===== config.mk =====
export PLATFORM = sky130hd
export DESIGN_NAME = dmem_arbiter
export DESIGN_NICKNAME = d
export VERILOG_FILES = /design/src/rtl/dmem_pkg.sv /design/src/rtl/dmem_rr_pick.sv /design/src/rtl/dmem_arbiter.sv
export SDC_FILE = /design/constraint.sdc
export NUM_CORES = 1
export LEC_CHECK = 0
export BUFFER_PORTS_ARGS = -buffer_cell sky130_fd_sc_hd__buf_2
export CORE_MARGIN = 2
export CORE_UTILIZATION = 41
export CTS_BUF_LIST = sky130_fd_sc_hd__clkbuf_8
export DETAILED_ROUTE_END_ITERATION = 10
export HOLD_SLACK_MARGIN = 0.02
export PLACE_DENSITY = 0.8
export RECOVER_POWER = 50
export SLEW_MARGIN = 20
export SYNTH_ARGS = -nofsm -noshare
export SYNTH_HDL_FRONTEND = slang
export SYNTH_SLANG_ARGS = --single-unit

===== constraint.sdc =====
create_clock -name clock -period 1.73 [get_ports clock]
set_input_delay 0.173 -clock clock [delete_from_list [all_inputs] [get_ports clock]]
set_output_delay 0.173 -clock clock [all_outputs]
set_load 0.005 [all_outputs]

===== src/rtl/dmem_pkg.sv =====
// Shared types and defaults for the data-memory arbiter slice.
package dmem_pkg;

  localparam int unsigned DEF_ADDR_W    = 4;
  localparam int unsigned DEF_DATA_W    = 8;
  localparam int unsigned DEPTH         = 2 ** DEF_ADDR_W;
  localparam int unsigned DEF_CPU_BURST = 4;

  typedef enum logic {
    IDLE  = 1'b0,
    CLEAR = 1'b1
  } state_e;

  typedef enum logic [1:0] {
    NONE = 2'd0,
    CPU  = 2'd1,
    DBG  = 2'd2
  } owner_e;

endpackage


===== src/rtl/dmem_rr_pick.sv =====
// Grant decision between CPU and debug ports, with the CPU streak limiter.
module dmem_rr_pick
  import dmem_pkg::*;
#(
  parameter int unsigned CPU_BURST = DEF_CPU_BURST
) (
  input  logic   clock,
  input  logic   reset,
  input  logic   hold,
  input  logic   cpu_req,
  input  logic   dbg_req,
  output owner_e owner_c
);

  localparam int unsigned STREAK_W = $clog2(CPU_BURST + 1);
  localparam logic [STREAK_W-1:0] STREAK_MAX = STREAK_W'(CPU_BURST);

  logic [STREAK_W-1:0] streak;
  logic [STREAK_W-1:0] streak_nxt;

  // CPU has priority until it has won CPU_BURST times in a row against a waiting dbg
  always_comb begin
    owner_c = NONE;
    if (!hold) begin
      if (cpu_req && dbg_req) begin
        owner_c = (streak == STREAK_MAX) ? DBG : CPU;
      end else if (cpu_req) begin
        owner_c = CPU;
      end else if (dbg_req) begin
        owner_c = DBG;
      end
    end
  end

  always_comb begin
    streak_nxt = streak;
    if (!hold) begin
      if (!dbg_req || owner_c == DBG) begin
        streak_nxt = '0;
      end else if (owner_c == CPU && streak != STREAK_MAX) begin
        streak_nxt = streak + STREAK_W'(1);
      end
    end
  end

  always_ff @(posedge clock or posedge reset) begin
    if (reset) begin
      streak <= '0;
    end else begin
      streak <= streak_nxt;
    end
  end

endmodule


===== src/rtl/dmem_arbiter.sv =====
// Single-port data memory arbiter (CPU priority, debug port) with a zero-fill sequencer.
// Optional per-port grant counters are enabled by defining DMEM_ARB_STATS_EN.
module dmem_arbiter
  import dmem_pkg::*;
#(
  parameter int unsigned CPU_BURST = DEF_CPU_BURST,
  parameter int unsigned ADDR_W    = DEF_ADDR_W,
  parameter int unsigned DATA_W    = DEF_DATA_W
) (
  input  logic              clock,
  input  logic              reset,
  input  logic              cpu_req,
  input  logic              cpu_we,
  input  logic [ADDR_W-1:0] cpu_addr,
  input  logic [DATA_W-1:0] cpu_wdata,
  output logic              cpu_gnt,
  output logic              cpu_rvalid,
  output logic [DATA_W-1:0] cpu_rdata,
  input  logic              dbg_req,
  input  logic              dbg_we,
  input  logic [ADDR_W-1:0] dbg_addr,
  input  logic [DATA_W-1:0] dbg_wdata,
  output logic              dbg_gnt,
  output logic              dbg_rvalid,
  output logic [DATA_W-1:0] dbg_rdata,
  input  logic              clr_start,
  output logic              clr_busy,
  output logic              clr_done,
  output logic              mem_we,
  output logic [ADDR_W-1:0] mem_write_select,
  output logic [DATA_W-1:0] mem_wdata,
  output logic [ADDR_W-1:0] mem_read_select,
`ifdef DMEM_ARB_STATS_EN
  output logic [15:0]       cpu_gnt_cnt,
  output logic [15:0]       dbg_gnt_cnt,
`endif
  input  logic [DATA_W-1:0] mem_rdata
);

  localparam logic [ADDR_W-1:0] LAST_ADDR = '1;

  state_e              state;
  state_e              state_nxt;
  logic [ADDR_W-1:0]   clr_addr;
  logic [ADDR_W-1:0]   clr_addr_nxt;
  logic                clr_done_nxt;
  logic                hold;
  owner_e              owner;
  logic [DATA_W-1:0]   cpu_rdata_q;
  logic [DATA_W-1:0]   dbg_rdata_q;

  // Grants are suppressed while sweeping and while reset is asserted
  assign hold = reset | (state == CLEAR);

  dmem_rr_pick #(
    .CPU_BURST (CPU_BURST)
  ) u_pick (
    .clock   (clock),
    .reset   (reset),
    .hold    (hold),
    .cpu_req (cpu_req),
    .dbg_req (dbg_req),
    .owner_c (owner)
  );

  assign cpu_gnt  = (owner == CPU);
  assign dbg_gnt  = (owner == DBG);
  assign clr_busy = (state == CLEAR);

  always_ff @(posedge clock or posedge reset) begin
    if (reset) begin
      state    <= IDLE;
      clr_addr <= '0;
      clr_done <= 1'b0;
    end else begin
      state    <= state_nxt;
      clr_addr <= clr_addr_nxt;
      clr_done <= clr_done_nxt;
    end
  end

  // Zero-fill sequencer: one location per cycle, done pulse after the last write
  always_comb begin
    state_nxt    = state;
    clr_addr_nxt = clr_addr;
    clr_done_nxt = 1'b0;
    case (state)
      IDLE: begin
        if (clr_start) begin
          state_nxt    = CLEAR;
          clr_addr_nxt = '0;
        end
      end
      CLEAR: begin
        clr_addr_nxt = clr_addr + ADDR_W'(1);
        if (clr_addr == LAST_ADDR) begin
          state_nxt    = IDLE;
          clr_addr_nxt = '0;
          clr_done_nxt = 1'b1;
        end
      end
      default: state_nxt = IDLE;
    endcase
  end

  // Memory port mux; the sweep overrides the write side
  always_comb begin
    mem_we           = 1'b0;
    mem_write_select = '0;
    mem_wdata        = '0;
    mem_read_select  = '0;
    case (owner)
      CPU: begin
        mem_we           = cpu_we;
        mem_write_select = cpu_addr;
        mem_wdata        = cpu_wdata;
        mem_read_select  = cpu_addr;
      end
      DBG: begin
        mem_we           = dbg_we;
        mem_write_select = dbg_addr;
        mem_wdata        = dbg_wdata;
        mem_read_select  = dbg_addr;
      end
      default: ;
    endcase
    if (state == CLEAR) begin
      mem_we           = 1'b1;
      mem_write_select = clr_addr;
      mem_wdata        = '0;
    end
  end

  always_ff @(posedge clock or posedge reset) begin
    if (reset) begin
      cpu_rvalid  <= 1'b0;
      dbg_rvalid  <= 1'b0;
      cpu_rdata_q <= '0;
      dbg_rdata_q <= '0;
    end else begin
      cpu_rvalid <= cpu_gnt & ~cpu_we;
      dbg_rvalid <= dbg_gnt & ~dbg_we;
      if (cpu_rvalid) cpu_rdata_q <= mem_rdata;
      if (dbg_rvalid) dbg_rdata_q <= mem_rdata;
    end
  end

  // Memory output is already registered; present it directly in the rvalid cycle, then hold
  assign cpu_rdata = cpu_rvalid ? mem_rdata : cpu_rdata_q;
  assign dbg_rdata = dbg_rvalid ? mem_rdata : dbg_rdata_q;

`ifdef DMEM_ARB_STATS_EN
  always_ff @(posedge clock or posedge reset) begin
    if (reset) begin
      cpu_gnt_cnt <= '0;
      dbg_gnt_cnt <= '0;
    end else if (clr_start) begin
      cpu_gnt_cnt <= '0;
      dbg_gnt_cnt <= '0;
    end else begin
      if (cpu_gnt && cpu_gnt_cnt != 16'hFFFF) cpu_gnt_cnt <= cpu_gnt_cnt + 16'd1;
      if (dbg_gnt && dbg_gnt_cnt != 16'hFFFF) dbg_gnt_cnt <= dbg_gnt_cnt + 16'd1;
    end
  end
`endif

endmodule


==> flow_summary.ini <==
[drt]
drt_iter0_drc = 24
ant_nets = 0
drt-total-wl_um = 3910
dr_total_vias = 1394
routedLengthMet1_um = 1630
first_pass_iters = 4
wl_met2_um = 1950
met3_length_um = 318
route.detailed.wl_per_inst_um = 14.4
top_layer = met4
drc = 0
post_drt_via_cell_ratio = 5.13

[power]
finalPower_mw = 2.29
comb_power_share_pct = 42.7
power_frac_clock_pct = 15.3
seqPwrFrac_pct = 42.0
p_leak_nw = 1.08
p_int_mw = 1.53
p_sw_uw = 760
switching_share_pct = 33.1
power_density_mw_per_mm2 = 1030
vdd_drop_max_uv = 634

[synth]
yosysTopAreaCellShare_pct = 46.8
synth-seq-cells = 27
yosysSeqAreaShare_pct = 46.8
async_flop_share_pct = 100
syn_area_mm2 = 0.00144
yosys.area.top_type = dfrtp_1
syn_avg_cell_area_um2 = 10.4
syn_inst = 139
synthesis.nets = 184
yosys-top-cells-area = dfrtp_1 47%, mux2_2 12%, a22oi_1 6.8%, ha_1 5.2%, nor2_1 4.2%
synth_flop_cell = dfrtp_1
synth.distinct_cells = 32
synth_edf_count = 0
ys_warn_count = 0

[worst_setup_path]
cp-endpoint = mem_wdata[7]
crit_cells = 10
startpoint = u_pick.streak[1]$_DFFE_PP0P_
cp-end-kind = primary output
r2r_start = u_pick.streak[1]$_DFFE_PP0P_
cp_data_required_time_ps = 1560
r2r_setup_slack_ps = -130
r2r_cells = 9
reg2reg_to = u_pick.streak[1]$_DFFE_PP0P_
critPathArrivalTime_ps = 1930
critPathMaxFanout = 8
critPathLaunchType = register
slowest_delay_ps = 380
cp_num_buf_inv = 3
crit_chain = inv_2 > ha_4 > nand2_4 > nand2_4 > and3_4 > ha_4 > buf_12 > a22oi_2 > nor2_2 > buf_2
cpLargestDelayFamily = simple AND/OR/NAND/NOR gates
critPathKind = reg -> out
cpMaxStageDelayCell = dfrtp_1

[die]
die_w_um = 63.3
chipHeight_um = 63.3
start_util_pct = 42.9
num_rows = 21
core_mm2 = 0.00336
dieArea_mm2 = 0.00401
io_pins = 78

[worst_hold_path]
whs_path_depth = 2
hold_class = in -> reg

[sta]
setup_violations = 22
tightest_slew_ps = 583
period_share_pct = 122
worst_slack_ps = -375
finalMaxSlewViolations = 0
clock.fmax_ghz = 0.475
fin_crit_ps = 2110
slew-limit-headroom_pct = 61.2
fin_worst_skew_ps = 9.10
worst_hold_slack_ps = 71.8
finalHoldViolCount = 0
rsz0062_at_grt = yes

[job]
drv_cap = 0

[cells_and_area]
finish.utilization_pct = 66.2
mostFrequentLayoutCell = buf_2
area_growth_pct = 54.2
drive_above_1_share_pct = 65.5
final_cell_mix = 75 x buf_2, 27 x dfrtp_1, 13 x mux2_2
layout.nets = 272
fill_cells = 266
diodes = 0

[place]
dp.final_hpwl_um = 2770
preCtsSetupSlack_ps = -196
portBuffers = 77
gp_congestion = 0.866

[global_route]
grt_max_degree = 26
grt_pass1_vias = 1332
grt_remaining_overflow = 0
track_usage_pct = 18.4
grt_first_pass_wirelength_um = 5970
antenna_found_initial = 0

[clocking]
cts_buffers = 3
root_buffer = clkbuf_8
tritoncts = built
clock_latency_ps = 270
clock_path_buffers = 2
clk_pin_slew_ps = 100
numClockSinks = 27
h-tree-depth = 1

[outcome]
status = finished with violations
failed_checks = negative setup slack
## synthesized netlist by cell type, types with 2 or more instances
| library cell | n |
|---|---|
| nand3_1 | 2 |
| o31ai_1 | 4 |
| o22ai_1 | 2 |
| nor3b_1 | 2 |
| a22oi_1 | 13 |
| and3_1 | 4 |
| buf_2 | 7 |
| o21bai_1 | 2 |
| nor2b_1 | 2 |
| a21o_1 | 2 |
| o21ai_0 | 2 |
| nor2_1 | 16 |
| nand4_1 | 2 |
| dfrtp_1 | 27 |
| mux2_2 | 16 |
| o21ai_1 | 3 |
| ha_1 | 6 |
| nand2_1 | 8 |
| inv_1 | 5 |
| nand2b_1 | 2 |
## cell families after synthesis
kind of cell	after synthesis	synth area share, %
buffers and inverters	14	5.03
adders and majority gates	6	5.20
xor gates and xnor gates	1	0.607
AOI/OAI and AO/OA	29	13.9
and+or+nand+nor	45	15.3
DFF	27	46.8
muxes	17	13.2
## how the worst min path moves through the flow
stage           start                           end
4_1_cts        dbg_we          dbg_rvalid$_DFF_PP0_
6_report       dbg_we          dbg_rvalid$_DFF_PP0_
2_1_floorplan   reset       clr_addr[0]$_DFFE_PP0P_
3_3_place_gp    reset  u_pick.streak[0]$_DFFE_PP0P_
3_5_place_dp    reset  u_pick.streak[1]$_DFFE_PP0P_
5_1_grt        dbg_we          dbg_rvalid$_DFF_PP0_
## worst reg2reg max path, stage by stage, from the launching register on
cell	delay, ps
dfrtp_1	380
inv_2	50
ha_4	170
nand2_4	70
nand2_4	60
and3_4	200
ha_4	190
and2b_2	290
nand4_1	170
o22ai_2	200
## per-stage QoR
stage	area, µm²	instances	TNS [ps]
detailed placement	1970	265	-2430
finish	2230	272	-5690
CTS	2120	271	-5760
global route	2230	272	-7800
floorplan	1490	139	-1290
global placement	1970	265	-2090
## cell type report
class	instances	area [µm²]	share of cell area [%]
Sequential cell	27	676	30.3
Tap cell	46	57.6	2.58
Inverter	5	21.3	0.955
Multi-Input combinational cell	98	908	40.8
Clock inverter	1	7.51	0.337
Timing Repair Buffer	92	515	23.1
Clock buffer	3	41.3	1.85
## flip-flops by register name, indices dropped and copies added (netlist names)
signal and flops:
dbg_rdata_q 8, cpu_rvalid 1, clr_addr 4, dbg_rvalid 1, u_pick.streak 3, cpu_rdata_q 8
clr_busy 1, clr_done 1
## per-layer routing
| metal | global-route usage, % | vias up |
|---|---|---|
| li1 | - | 663 |
| met1 | 24.0 | 665 |
| met2 | 31.7 | 64 |
| met3 | 3.21 | 2 |
| met4 | 4.35 | 0 |
| met5 | 0 | - |
## timing repair
item,4_1_cts,5_1_grt
pin swaps,18,7
setup endpoints to repair,22,22
buffers inserted,1,1
gates resized for setup,20,21
endpoints found under the hold margin,2,0
hold buffers,1,0
## power groups by stage
stage          combinational [mW]  clock [mW]  sequential [mW]
6_report                    0.979       0.352            0.963
5_1_grt                      1.10       0.388            0.992
4_1_cts                     0.943       0.363            0.961
3_5_place_dp                0.917           0            0.971
3_3_place_gp                0.889           0            0.964
2_1_floorplan               0.554           0            0.945
Power figures use the tool's default switching activity.
